===== config.mk =====
export PLATFORM = sky130hd
export DESIGN_NAME = dmem_responder
export DESIGN_NICKNAME = d
export VERILOG_FILES = /design/src/rtl/dmem_responder_pkg.sv /design/src/rtl/dmem_responder.sv
export SDC_FILE = /design/constraint.sdc
export NUM_CORES = 1
export LEC_CHECK = 0
export ABC_AREA = 1
export CORE_MARGIN = 1.5
export CORE_UTILIZATION = 45
export DETAILED_ROUTE_END_ITERATION = 8
export MAX_ROUTING_LAYER = met4
export PLACE_DENSITY = 0.87
export SLEW_MARGIN = 25
export SYNTH_ARGS = -nofsm -noshare
export SYNTH_HDL_FRONTEND = slang
export SYNTH_SLANG_ARGS = --single-unit

===== constraint.sdc =====
create_clock -name i_clk -period 4.05 [get_ports i_clk]
set_input_delay 0.81 -clock i_clk [delete_from_list [all_inputs] [get_ports i_clk]]
set_output_delay 0.81 -clock i_clk [all_outputs]
set_load 0.05 [all_outputs]

===== src/rtl/dmem_responder_pkg.sv =====
// Shared definitions for the CPU data-port responder: state encodings and parameter defaults.
// The optional one-entry write buffer is enabled by defining the macro DMEM_WBUF_EN.
package dmem_responder_pkg;

    typedef enum logic [1:0] {
        ST_IDLE  = 2'b00,
        ST_WAIT  = 2'b01,
        ST_DONE  = 2'b10,
        ST_DRAIN = 2'b11
    } state_e;

    localparam int unsigned DEF_TIMEOUT_CYC = 255;
    localparam logic [31:0] DEF_ERR_DATA    = 32'h0000_0000;

    function automatic logic [31:0] word_addr(input logic [31:0] byte_addr);
        return {byte_addr[31:2], 2'b00};
    endfunction

endpackage


===== src/rtl/dmem_responder.sv =====
// Bridges the CPU data port onto a valid/ready memory handshake, stalling the CPU through o_ce.
// Define DMEM_WBUF_EN to absorb plain writes into a one-entry buffer without stalling.
module dmem_responder
    import dmem_responder_pkg::*;
#(
    parameter int unsigned TIMEOUT_CYC = DEF_TIMEOUT_CYC,
    parameter logic [31:0] ERR_DATA    = DEF_ERR_DATA
) (
    input  logic        i_clk,
    input  logic        i_rst_n,
    input  logic        i_clk_ce,
    input  logic        i_req_rd,
    input  logic [3:0]  i_req_wr,
    input  logic [31:0] i_addr,
    input  logic [31:0] i_wr_data,
    output logic [31:0] o_rd_data,
    output logic        o_ce,
    output logic        o_mem_valid,
    input  logic        i_mem_ready,
    output logic [31:0] o_mem_addr,
    output logic        o_mem_we,
    output logic [3:0]  o_mem_be,
    output logic [31:0] o_mem_wdata,
    input  logic [31:0] i_mem_rdata,
    output logic        o_err
);

    localparam logic [7:0] TMO_LAST = 8'(TIMEOUT_CYC - 1);

    state_e      state_q, state_d;
    logic [7:0]  cnt_q, cnt_d;
    logic        mem_valid_q, mem_valid_d;
    logic        mem_we_q, mem_we_d;
    logic [3:0]  mem_be_q, mem_be_d;
    logic [31:0] mem_addr_q, mem_addr_d;
    logic [31:0] mem_wdata_q, mem_wdata_d;
    logic [31:0] rd_data_q, rd_data_d;
    logic        err_q, err_d;
    logic        rd_q, rd_d;
    logic        rderr_q, rderr_d;
    logic        req_s, wr_s, tmo_s, absorb_s, stall_s;

    assign req_s = i_req_rd | (|i_req_wr);
    assign wr_s  = |i_req_wr;
    assign tmo_s = (cnt_q == TMO_LAST);

`ifdef DMEM_WBUF_EN
    logic wbuf_vld_q, wbuf_vld_d;
    // Only pure writes are absorbed; a read-with-write still needs a result from DONE.
    assign absorb_s = (state_q == ST_IDLE) & i_clk_ce & wr_s & ~i_req_rd & ~wbuf_vld_q;
`else
    assign absorb_s = 1'b0;
`endif

    // Reset holds the stall low so the CPU enable passes straight through.
    assign o_ce = i_clk_ce & ~(stall_s & i_rst_n);

    // Next-state, request capture and stall generation.
    always_comb begin
        state_d     = state_q;
        cnt_d       = cnt_q;
        mem_valid_d = mem_valid_q;
        mem_we_d    = mem_we_q;
        mem_be_d    = mem_be_q;
        mem_addr_d  = mem_addr_q;
        mem_wdata_d = mem_wdata_q;
        rd_data_d   = rd_data_q;
        err_d       = err_q;
        rd_d        = rd_q;
        rderr_d     = rderr_q;
        stall_s     = 1'b0;
`ifdef DMEM_WBUF_EN
        wbuf_vld_d  = wbuf_vld_q;
`endif
        case (state_q)
            ST_IDLE: begin
                if (req_s) begin
                    stall_s = ~absorb_s;
                    if (i_clk_ce) begin
                        mem_addr_d  = word_addr(i_addr);
                        mem_wdata_d = i_wr_data;
                        mem_we_d    = wr_s;
                        mem_be_d    = wr_s ? i_req_wr : 4'b1111;
                        rd_d        = i_req_rd & ~wr_s;
                        rderr_d     = i_req_rd & wr_s;
                        mem_valid_d = 1'b1;
                        cnt_d       = 8'd0;
                        state_d     = absorb_s ? ST_DRAIN : ST_WAIT;
`ifdef DMEM_WBUF_EN
                        wbuf_vld_d  = absorb_s;
`endif
                    end else begin
                        state_d = ST_IDLE;
                    end
                end else begin
                    state_d = ST_IDLE;
                end
            end
            ST_WAIT: begin
                stall_s = 1'b1;
                if (mem_valid_q && i_mem_ready) begin
                    mem_valid_d = 1'b0;
                    state_d     = ST_DONE;
                    if (rderr_q) begin
                        rd_data_d = ERR_DATA;
                    end else if (rd_q) begin
                        rd_data_d = i_mem_rdata;
                    end else begin
                        rd_data_d = rd_data_q;
                    end
                end else if (tmo_s) begin
                    mem_valid_d = 1'b0;
                    err_d       = 1'b1;
                    state_d     = ST_DONE;
                    if (rd_q || rderr_q) begin
                        rd_data_d = ERR_DATA;
                    end else begin
                        rd_data_d = rd_data_q;
                    end
                end else begin
                    cnt_d = cnt_q + 8'd1;
                end
            end
            ST_DONE: begin
                if (i_clk_ce) begin
                    state_d = ST_IDLE;
                end else begin
                    state_d = ST_DONE;
                end
            end
`ifdef DMEM_WBUF_EN
            ST_DRAIN: begin
                // New requests wait here and are taken from IDLE once the buffer empties.
                stall_s = req_s;
                if (mem_valid_q && i_mem_ready) begin
                    mem_valid_d = 1'b0;
                    wbuf_vld_d  = 1'b0;
                    state_d     = ST_IDLE;
                end else if (tmo_s) begin
                    mem_valid_d = 1'b0;
                    wbuf_vld_d  = 1'b0;
                    err_d       = 1'b1;
                    state_d     = ST_IDLE;
                end else begin
                    cnt_d = cnt_q + 8'd1;
                end
            end
`endif
            default: begin
                state_d     = ST_IDLE;
                mem_valid_d = 1'b0;
            end
        endcase
    end

    // State and datapath registers, cleared asynchronously.
    always_ff @(posedge i_clk or negedge i_rst_n) begin
        if (!i_rst_n) begin
            state_q     <= ST_IDLE;
            cnt_q       <= 8'd0;
            mem_valid_q <= 1'b0;
            mem_we_q    <= 1'b0;
            mem_be_q    <= 4'b0000;
            mem_addr_q  <= 32'h0000_0000;
            mem_wdata_q <= 32'h0000_0000;
            rd_data_q   <= 32'h0000_0000;
            err_q       <= 1'b0;
            rd_q        <= 1'b0;
            rderr_q     <= 1'b0;
`ifdef DMEM_WBUF_EN
            wbuf_vld_q  <= 1'b0;
`endif
        end else begin
            state_q     <= state_d;
            cnt_q       <= cnt_d;
            mem_valid_q <= mem_valid_d;
            mem_we_q    <= mem_we_d;
            mem_be_q    <= mem_be_d;
            mem_addr_q  <= mem_addr_d;
            mem_wdata_q <= mem_wdata_d;
            rd_data_q   <= rd_data_d;
            err_q       <= err_d;
            rd_q        <= rd_d;
            rderr_q     <= rderr_d;
`ifdef DMEM_WBUF_EN
            wbuf_vld_q  <= wbuf_vld_d;
`endif
        end
    end

    assign o_rd_data   = rd_data_q;
    assign o_mem_valid = mem_valid_q;
    assign o_mem_we    = mem_we_q;
    assign o_mem_be    = mem_be_q;
    assign o_mem_addr  = mem_addr_q;
    assign o_mem_wdata = mem_wdata_q;
    assign o_err       = err_q;

endmodule


---- Word-level counts from Yosys, hierarchy flattened ----
Index checks and enable logic that the tools add are counted.
cells by class
  $add $sub $neg .......................... 1
  equal/unequal tests ..................... 9
  mux-type cells .......................... 24
  bitwise logic cells ..................... 9
  reduce and logical (&&, ||, !) cells .... 12
operators by type and width
  cell                                           number
  2-to-1 mux 32 bit                              5
  2-to-1 mux 8 bit                               4
  one-hot mux 8 bit (2 select lines)             1
  adder 8 x 1 -> 8 bit, second input constant    1
  == test 8 bit, second input constant           1
  2-to-1 mux 2 bit                               4
  inequality test 2 bit, second input constant   4
  AND reduction 4 bit                            2
  2-to-1 mux 1 bit                               6
  inequality test 3 bit, second input constant   2
  one-hot mux 2 bit (3 select lines)             1
  AND reduction 3 bit                            2
  nonzero test 2 bit                             3
  AND reduction 5 bit                            1
  AND 1 bit                                      4
  2-to-1 mux 4 bit                               1
  inverter 1 bit                                 4
  OR reduction 4 bit                             1
  one-hot mux 1 bit (3 select lines)             1
  == test 2 x 1 -> 1 bit, second input constant  1
  == test 2 bit, second input constant           1
  logical NOT 2 bit                              1
  one-hot mux 1 bit (2 select lines)             1
  logical AND 1 bit                              1
  2 further kinds                                2
word-level totals
  register bits ........................... 113
  bits of input ports ..................... 105
  word-level logic and storage cells ...... 66

---- Logic depth before layout (Yosys ltp) ----
Gate-level depths: netlist of the first run.
  word-level depth ........................ 7
  mapped depth ............................ 10
  mapped depth without buffers ............ 9

---- Worst setup path before layout of the first run ----
OpenSTA, ideal clock, no wires.
  kind .................................... input port to output port
  from .................................... input port i_req_wr[3]
  to ...................................... output port o_ce
  arrival ................................. 1931 ps
  setup slack ............................. 1309 ps
  stages .................................. 3
  buffers on the path ..................... 0
  cells stage by stage .................... nor2_1 nand4_1 a31oi_1
on the way
  word-level cells in the longest chain between the ends .. 7
RTL lines
  item                                RTL line              source
  from (decl)                         dmem_responder.sv:13  input logic [3:0] i_req_wr,
  OR reduction 4 bit                  dmem_responder.sv:43  assign req_s = i_req_rd | (|i_req_wr);
  bitwise OR 1 bit                    dmem_responder.sv:43
  2-to-1 mux 1 bit                    dmem_responder.sv:77  if (req_s) begin
  one-hot mux 1 bit (2 select lines)  dmem_responder.sv:75  case (state_q)
  AND 1 bit                           dmem_responder.sv:56  assign o_ce = i_clk_ce & ~(stall_s & i_rst_n);
  inverter 1 bit                      dmem_responder.sv:56
  AND 1 bit                           dmem_responder.sv:56
  to (decl)                           dmem_responder.sv:17  output logic o_ce,
No other way between the ends.

---- Final worst setup path of the first run ----
  from .................................... input port i_req_wr[0]
  to ...................................... output port o_ce
Same word-level chain as after synthesis.

==> metrics.txt, run 1 <==
critical path launch point type=input port; post-DP HPWL=9667 microns; All-Layer GR Usage=0.2540; Gate Count Post-Synth=between 600 and 700; FF-to-FF path depth=5; clk root buf=clkbuf_8; Slew Limit Headroom=0.3858; ant diodes=0; GP Congestion=0.8093; post-synth top area share=0.5696; Distinct cells, synth=27; IO Count=209; Area Growth Syn to Fin=52.72%; CP endpoint kind=output pin; WS Path Type=input port to output pin; setup ws final=0.5330 ns; Layout fillers=794; DP Worst Slack=0.5412 ns; r2r startpoint=state_q[0]; largest net degree at the start of global routing=74; total negative slack=0 ns; Post-synth EDFFs=0; register bit total from synthesis=113; max incr delay on CP=0.84 ns; launch point of the worst path=i_req_wr[0]; post-synthesis sequential area ratio=0.5696; Worst Max-Slew Pin Slew=0.9213 ns; Final period util=0.8684; final WL=14180 microns; DRT iter0 DRCs=369; critical path peak fanout=4; first-pass GRT wire length=22450 microns; top post-synthesis cells by count=324 x nand2_1, 113 x dfrtp_1, 50 x nor2_1, 36 x nand4_1, 16 x inv_1; gr ovfl total=0; r2r endpoint=o_rd_data[30]; DR WL/cell=approximately 15 microns; DRC viols=0; post-route ant nets=0; Hold Crit Class=input port to async pin; Initial Util=0.4600; Power Density=917.8 nW/um^2; layout cells sized above 1=0.05501; clock sink total=113; critical path's slowest cell=clkdlybuf4s50_1; Max Clk Rate=284.3 MHz; Most common cell on crit path=clkdlybuf4s50_1; Setup Viol. Count Final=0; TritonCTS clock tree=done; CP endpoint=o_ce; Core Area=10790 sq um; peak supply drop=approximately 0.60 mV; drt pass-1 iters=5; Clk Latency, worst-skew pair=0.51 ns; input/output buffers=204; clock skew=0.005709 ns; Die W=108.0 microns; clock transition at the registers of the reported paths=0.05 ns; Cell Chain, Critical Path=clkdlybuf4s50_1 -> nor2_1 -> nand4_1 -> a31oi_1 -> clkdlybuf4s50_1; status=completed; RSZ-0062 raised after global routing=no; H-tree depth=4; die area=11670 sq um; nets=912; Yosys top cell by area=dfrtp_1; CP Data Required Time=3.24 ns; r2r setup slk=1.96 ns; post-CTS setup buffer count=0; number of global-route vias before repair=4814; vias per inst=5.054; Vias=between 4000 and 5000; CTS buffer count=17; arrival time at the worst endpoint=2.71 ns; yosys warns=0; count leader, synth=nand2_1; synthesized area per cell=8.166 sq um; # hold bufs at CTS=0; initial antenna violation count=0; Synth async-reset ratio=1.000; Max Root-Sink Buffers=2; Placement Rows=38; final-report hold violation count=0; post-layout minimum cycle time=around 3.5 ns; Max-Cap Viols=0; dominant cells by area after synthesis=dfrtp_1 57%, nand2_1 24%, nand4_1 4.5%, nor2_1 3.8%, buf_6 1.6%; pins over their slew limit=0; Die Ht=108.0 microns; ys flop type=dfrtp_1; Lkg Pwr=0.003782 uW; Syn Std Cell Area=~5000 sq um; post-cts sizing count=0
[kinds of logic after synthesis]
| kind of cell | Yosys count | share of synthesized area |
|---|---|---|
| compound gates | 6 | 0.007561 |
| buf+inv | 52 | 0.05444 |
| xor+xnor | 1 | 0.001764 |
| fa+ha+maj | 2 | 0.005040 |
| flops | 113 | 0.5696 |
| simple gates | 433 | 0.3609 |
| other cells | 1 | 0.0007553 |
[where the power goes]
| group | total, uW | switching, uW | internal (uW) | leakage, uW |
|---|---|---|---|---|
| sequential | 1880 | 284 | 1600 | 0.00145 |
| combinational | 3700 | 2590 | 1110 | 0.00206 |
| clock | 1380 | 490 | 890 | 0.000276 |
[critical path: cells and delay by family]
kind | cells | cell delay [ns]
AO/OA/AOI/OAI | 1 | 0.18
AND/OR/NAND/NOR | 2 | 0.45
buffers and inverters | 2 | 1.26
[worst min path at each step]
stage             startpoint             to  slack (ns)  depth (start not counted)
5_1_grt              i_rst_n   o_rd_data[4]        0.44                          2
4_1_cts              i_rst_n   o_rd_data[4]        0.41                          2
2_1_floorplan       cnt_q[7]       cnt_q[7]        0.46                          2
6_report             i_rst_n   o_rd_data[4]        0.40                          2
3_3_place_gp    o_rd_data[1]   o_rd_data[1]        0.45                          2
3_5_place_dp   o_rd_data[22]  o_rd_data[22]        0.46                          2
[cell type report]
| type | instances | area (sq um) | area share |
|---|---|---|---|
| multi-input combinational | 444 | 1871 | 0.2467 |
| timing repair buffer | 210 | 2085 | 0.2749 |
| tap | 140 | 175.2 | 0.02310 |
| sequential | 113 | 2828 | 0.3729 |
| inverter | 19 | 72.57 | 0.009571 |
| clock buffer | 27 | 501.7 | 0.06617 |
| clock inverter | 5 | 50.05 | 0.006601 |
[metal layers]
layer | share of wire | GRT usage | vias to the layer above
met3 | 0.071 | 0.06631 | 27
li1 | - | - | 2289
met1 | 0.40 | 0.2933 | 2312
met5 | 0 | - | -
met2 | 0.51 | 0.4245 | 214
met4 | 0.025 | 0.09868 | 0
[registers in the layout (all words and copies together) (netlist names)]
name         count
o_err            1
o_rd_data       32
o_mem_we         1
cnt_q            8
rderr_q          1
o_mem_be         4
state_q          2
o_mem_wdata     32
o_mem_valid      1
rd_q             1
o_mem_addr      30
[per-stage QoR]
step | utilization | total power, uW | cells | cell area [sq um] | hold slack (ns)
floorplan | - | 4289 | 609 | 4969 | 0.4641
global placement | 0.6513 | 5479 | 926 | 7029 | 0.4549
detailed placement | 0.6513 | 5578 | 926 | 7029 | 0.4621
CTS | 0.7024 | 6985 | 958 | 7581 | 0.4079
global route | 0.7025 | 7289 | 958 | 7582 | 0.4378
finish | 0.7025 | 6959 | 958 | 7582 | 0.4041
[layout by cell type (no fill, tap or decap), types with 6 or more instances in the layout]
cell and n:
nor2_1 50, nand2_1 324, clkbuf_16 16, buf_4 7
clkdlybuf4s50_1 203, dfrtp_1 113, inv_1 16, clkbuf_8 6
nand3_1 11, nand4_1 36
Power figures use the tool's default switching activity.
==> run 2, diff against run 1 <==
--- a/config.mk
+++ b/config.mk
@@ -6,12 +6,12 @@
 export NUM_CORES = 1
 export LEC_CHECK = 0
 export ABC_AREA = 1
+export CAP_MARGIN = 10
 export CORE_MARGIN = 1.5
 export CORE_UTILIZATION = 45
 export DETAILED_ROUTE_END_ITERATION = 8
 export MAX_ROUTING_LAYER = met4
 export PLACE_DENSITY = 0.87
-export SLEW_MARGIN = 25
 export SYNTH_ARGS = -nofsm -noshare
 export SYNTH_HDL_FRONTEND = slang
 export SYNTH_SLANG_ARGS = --single-unit
==> run 2 against run 1 <==
Net effect:
- global-route usage is the same
- critical path type unchanged
- via count hardly changed
- combinational power about the same
- worst setup slack got worse by 0.00065 ns
- highest routed layer unchanged
- clock power about the same
==> metrics.txt, run 2 (synthesis results as in run 1) <==
status=completed; r2r startpoint=state_q[0]; # hold bufs at CTS=0; Setup Viol. Count Final=0; arrival time at the worst endpoint=between 2 and 3 ns; CP Data Required Time=between 3 and 4 ns; Power Density=917.8 nW/um^2; Die Ht=108.0 microns; Die W=about 110 microns; number of global-route vias before repair=4814; layout cells sized above 1=0.05501; IO Count=209; Clk pwr share=0.198; DRC viols=0; post-DP HPWL=9667 microns; final WL=roughly 14000 microns; DP Worst Slack=0.5412 ns; most frequent cells in the layout=324 x nand2_1, 203 x clkdlybuf4s50_1, 113 x dfrtp_1, 50 x nor2_1, 36 x nand4_1; Area Growth Syn to Fin=52.70%; Lkg Pwr=0.003783 uW; post-route ant nets=0; Clk Latency, worst-skew pair=0.51 ns; fin area=7581 sq um; CP endpoint kind=output pin; Core Area=between 10000 and 15000 sq um; initial antenna violation count=0; first-pass GRT wire length=22450 microns; Slew Limit Headroom=0.2860; clock transition at the registers of the reported paths=0.05 ns; Placement Rows=38; ant diodes=0; Final period util=0.8685; Seq pwr share=0.271; critical path launch point type=input port; r2r setup slk=roughly 2.0 ns; CTS buffer count=17; total negative slack=0 ns; GP Congestion=slightly above 0.8; post-cts sizing count=0; WS Path Type=input port to output pin; final-report hold violation count=0; TritonCTS clock tree=done; clk root buf=clkbuf_8; clock skew=between 0.005 and 0.006 ns; pins over their slew limit=0; worst hold slack=0.4041 ns; DRT iter0 DRCs=between 300 and 400; Post-Layout Cell Count=958; critical path peak fanout=4; nets=912; commonest non-fill, non-tap cell in the layout=nand2_1; P_sw=3361 uW; All-Layer GR Usage=0.2540; H-tree depth=4; sw frac=0.4830; Max Root-Sink Buffers=2; P_int=approximately 3600 uW; post-layout minimum cycle time=around 3.5 ns; Max-Cap Viols=0; gr ovfl total=0; launch point of the worst path=i_req_wr[0]; Placed Area=7029 sq um; DR WL/cell=14.80 microns; die area=11670 sq um; clock sink total=113; largest net degree at the start of global routing=between 70 and 80; Initial Util=0.4600; Worst Max-Slew Pin Slew=~1.1 ns; RSZ-0062 raised after global routing=no; peak supply drop=0.6048 mV; Max Clk Rate=284.3 MHz; input/output buffers=204; Placed Cells=926; post-CTS setup buffer count=0; drt pass-1 iters=5; vias per inst=5.053; Hold Crit Class=input port to async pin; Combinational Power Share=0.531; setup ws final=0.5324 ns; Vias=4841
run 2: cell types whose count changed in the layout (fill, tap and decap cells not counted), sizes merged:
cell / change
clkinv: -1
inv: +1
run 2: final cells by class:
type / instances / area [sq um]
Clock buffer: 27 / 501.7
Clock inverter: 5 / 50.05
Fill cell: 795 / 3212
Inverter: 19 / 71.32
Multi-Input combinational cell: 444 / 1871
Sequential cell: 113 / 2828
Tap cell: 140 / 175.2
Timing Repair Buffer: 210 / 2085
run 2: per-stage QoR:
step	power, uW	util
final	6958	0.7024
after global routing	7288	0.7024
after CTS	6985	0.7024
after detailed placement	5578	0.6513
after global placement	5479	0.6513
after floorplan	4289	-
run 2: path summary, 6_finish.rpt:
check | cells after the start | endpoint
worst max-delay path | 5 | o_ce
worst max register to register | 5 | o_rd_data[30]
max in group asynchronous | 3 | o_rd_data[0]
worst min-delay path | 2 | o_rd_data[4]
worst min register to register | 2 | o_rd_data[23]
min in group i_clk | 2 | o_rd_data[23]
run 2: layer usage:
layer	GRT usage	vias to the layer above	wire length (microns)
met1	0.2933	2311	5649
li1	-	2289	-
met2	0.4245	214	7162
met3	0.06631	27	1006
met4	0.09868	0	361
met5	-	-	0
run 2: power groups by stage:
stage / Sequential, uW / Clock [uW] / Combinational, uW
after floorplan: 3390 / 0 / 903
after global placement: 1860 / 0 / 3620
after detailed placement: 1880 / 0 / 3690
after CTS: 1880 / 1390 / 3710
after global routing: 1930 / 1440 / 3910
final: 1880 / 1380 / 3690
run 2: critical path: stages:
cell	delay (ns)
clkdlybuf4s50_1	0.42
nor2_1	0.29
nand4_1	0.16
a31oi_1	0.18
clkdlybuf4s50_1	0.84
==> run 3, diff against run 2 <==
--- a/config.mk
+++ b/config.mk
@@ -7,11 +7,11 @@
 export LEC_CHECK = 0
 export ABC_AREA = 1
 export CAP_MARGIN = 10
-export CORE_MARGIN = 1.5
+export CORE_MARGIN = 2
 export CORE_UTILIZATION = 45
 export DETAILED_ROUTE_END_ITERATION = 8
 export MAX_ROUTING_LAYER = met4
-export PLACE_DENSITY = 0.87
+export PLACE_DENSITY_LB_ADDON = 0.2
 export SYNTH_ARGS = -nofsm -noshare
 export SYNTH_HDL_FRONTEND = slang
 export SYNTH_SLANG_ARGS = --single-unit
==> run 3 against run 2 <==
Net effect:
- critical path depth unchanged
- total power up 2.3%
- first-iteration DRC count down 1.9%
- critical endpoint unchanged
- register-to-register slack worse by 0.02 ns
- design area up 0.91%
- combinational power about the same
- sequential power about the same
- flip-flop and latch count unchanged
- clock skew up 0.0026 ns
- sequential share of layout area down 0.34 points
- via count down 2.7%
==> metrics.txt, run 3 (synthesis results as in run 1) <==
commonest non-fill, non-tap cell in the layout=nand2_1; total negative slack=0 ns; Hold Crit Class=register to register; WS Path Type=input port to output pin; critical path launch point type=input port; DR WL/cell=14.73 microns; Max-Cap Viols=0; critical path peak fanout=4; drt pass-1 iters=4; area of the multi-input gates=around 1900 sq um; H-tree depth=4; Cell Chain, Critical Path=clkdlybuf4s50_1 -> nor2_1 -> nand4_1 -> a31oi_1 -> clkdlybuf4s50_1; CTS buffer count=17; Power Density=930.0 nW/um^2; first-pass GRT wire length=22410 microns; Slew Limit Headroom=0.2231; Max Clk Rate=288.5 MHz; input/output buffers=about 200; Hold Path Stages=2; initial antenna violation count=0; CP Data Required Time=3.24 ns; peak supply drop=roughly 0.55 mV; Setup Viol. Count Final=0; Final period util=0.8559; Placement Rows=38; IO Count=between 200 and 250; nets=911; gr ovfl total=0; r2r setup slk=1.94 ns; worst hold endpoint=o_rd_data[6]; critical path's slowest cell=clkdlybuf4s50_1; clock skew=just over 0.008 ns; clock sink total=113; TritonCTS clock tree=done; fin area=7650 sq um; Hold Startpoint=o_rd_data[6]; Initial Util=0.4600; final WL=14100 microns; All-Layer GR Usage=0.2526; ant diodes=0; # hold bufs at CTS=0; pins over their slew limit=0; r2r endpoint=o_rd_data[24]; Worst Max-Slew Pin Slew=1.163 ns; clock transition at the registers of the reported paths=0.05 ns; Core Area=between 10000 and 15000 sq um; vias per inst=4.924; post-layout minimum cycle time=3.467 ns; FF-to-FF path depth=5; max incr delay on CP=between 0.8 and 0.9 ns; Die W=109.0 microns; Clk Latency, worst-skew pair=0.51 ns; number of global-route vias before repair=4714; most frequent cells in the layout=324 x nand2_1, 203 x clkdlybuf4s50_1, 113 x dfrtp_1, 50 x nor2_1, 36 x nand4_1; setup ws final=0.5834 ns; final-report hold violation count=0; CP endpoint kind=output pin; Vias=4712; Area Growth Syn to Fin=54.08%; die area=about 12000 sq um; Most common cell on crit path=clkdlybuf4s50_1; DRC viols=0; post-CTS setup buffer count=0; Layout fillers=827; largest net degree at the start of global routing=68; Max Root-Sink Buffers=2; post-route ant nets=0; clk root buf=clkbuf_8; Register Area=2828 sq um; RSZ-0062 raised after global routing=no; Lkg Pwr=between 0.003 and 0.004 uW; layout cells sized above 1=0.05875; post-cts sizing count=0; Die Ht=between 100 and 150 microns; DP Worst Slack=0.5573 ns; post-DP HPWL=about 9200 microns; DRT iter0 DRCs=between 300 and 400; GP Congestion=0.8172; Placed Area=about 7000 sq um; status=completed; arrival time at the worst endpoint=2.66 ns; r2r startpoint=rderr_q
[run 3: critical path, delay by kind of cell]
kind | cells | cell delay, ns
buf+inv | 2 | 1.26
simple gates | 2 | 0.43
compound gates | 1 | 0.16
[run 3: layout make-up]
class,instances,share of cell area
tap,140,0.02290
inverter,19,0.009323
timing repair buffer,209,0.2715
clock buffer,22,0.06183
multi-input combinational,444,0.2445
sequential,113,0.3696
clock inverter,10,0.02028
[run 3: how the worst max path moves through the flow]
| stage | start | to | slack [ns] | cells past startpoint |
|---|---|---|---|---|
| 4_1_cts | i_req_wr[0] | o_ce | 0.56 | 5 |
| 6_report | i_req_wr[0] | o_ce | 0.58 | 5 |
| 2_1_floorplan | i_req_wr[3] | o_ce | 1.31 | 3 |
| 3_5_place_dp | i_req_wr[0] | o_ce | 0.56 | 5 |
| 3_3_place_gp | i_req_wr[0] | o_ce | 0.58 | 5 |
| 5_1_grt | i_req_wr[0] | o_ce | 0.44 | 5 |
[run 3: power breakdown]
| group | internal [uW] | switching, uW |
|---|---|---|
| registers | 1600 | 286 |
| logic | 1100 | 2570 |
| clock network | 1060 | 502 |
| total | 3760 | 3360 |
[run 3: routing by layer]
metal	GRT usage	part of all wire
met1	0.3123	0.42
met2	0.3944	0.49
met3	0.07352	0.080
met4	0.09432	0.018
met5	-	0
[run 3: through the flow]
step,hold slack (ns),instances,utilization,total power [uW]
finish,0.4688,957,0.7088,7115
global route,0.4874,957,0.7088,7481
CTS,0.4722,957,0.7088,7167
detailed placement,0.4579,925,0.6506,5552
global placement,0.4541,925,0.6506,5481
floorplan,0.4641,609,-,4289
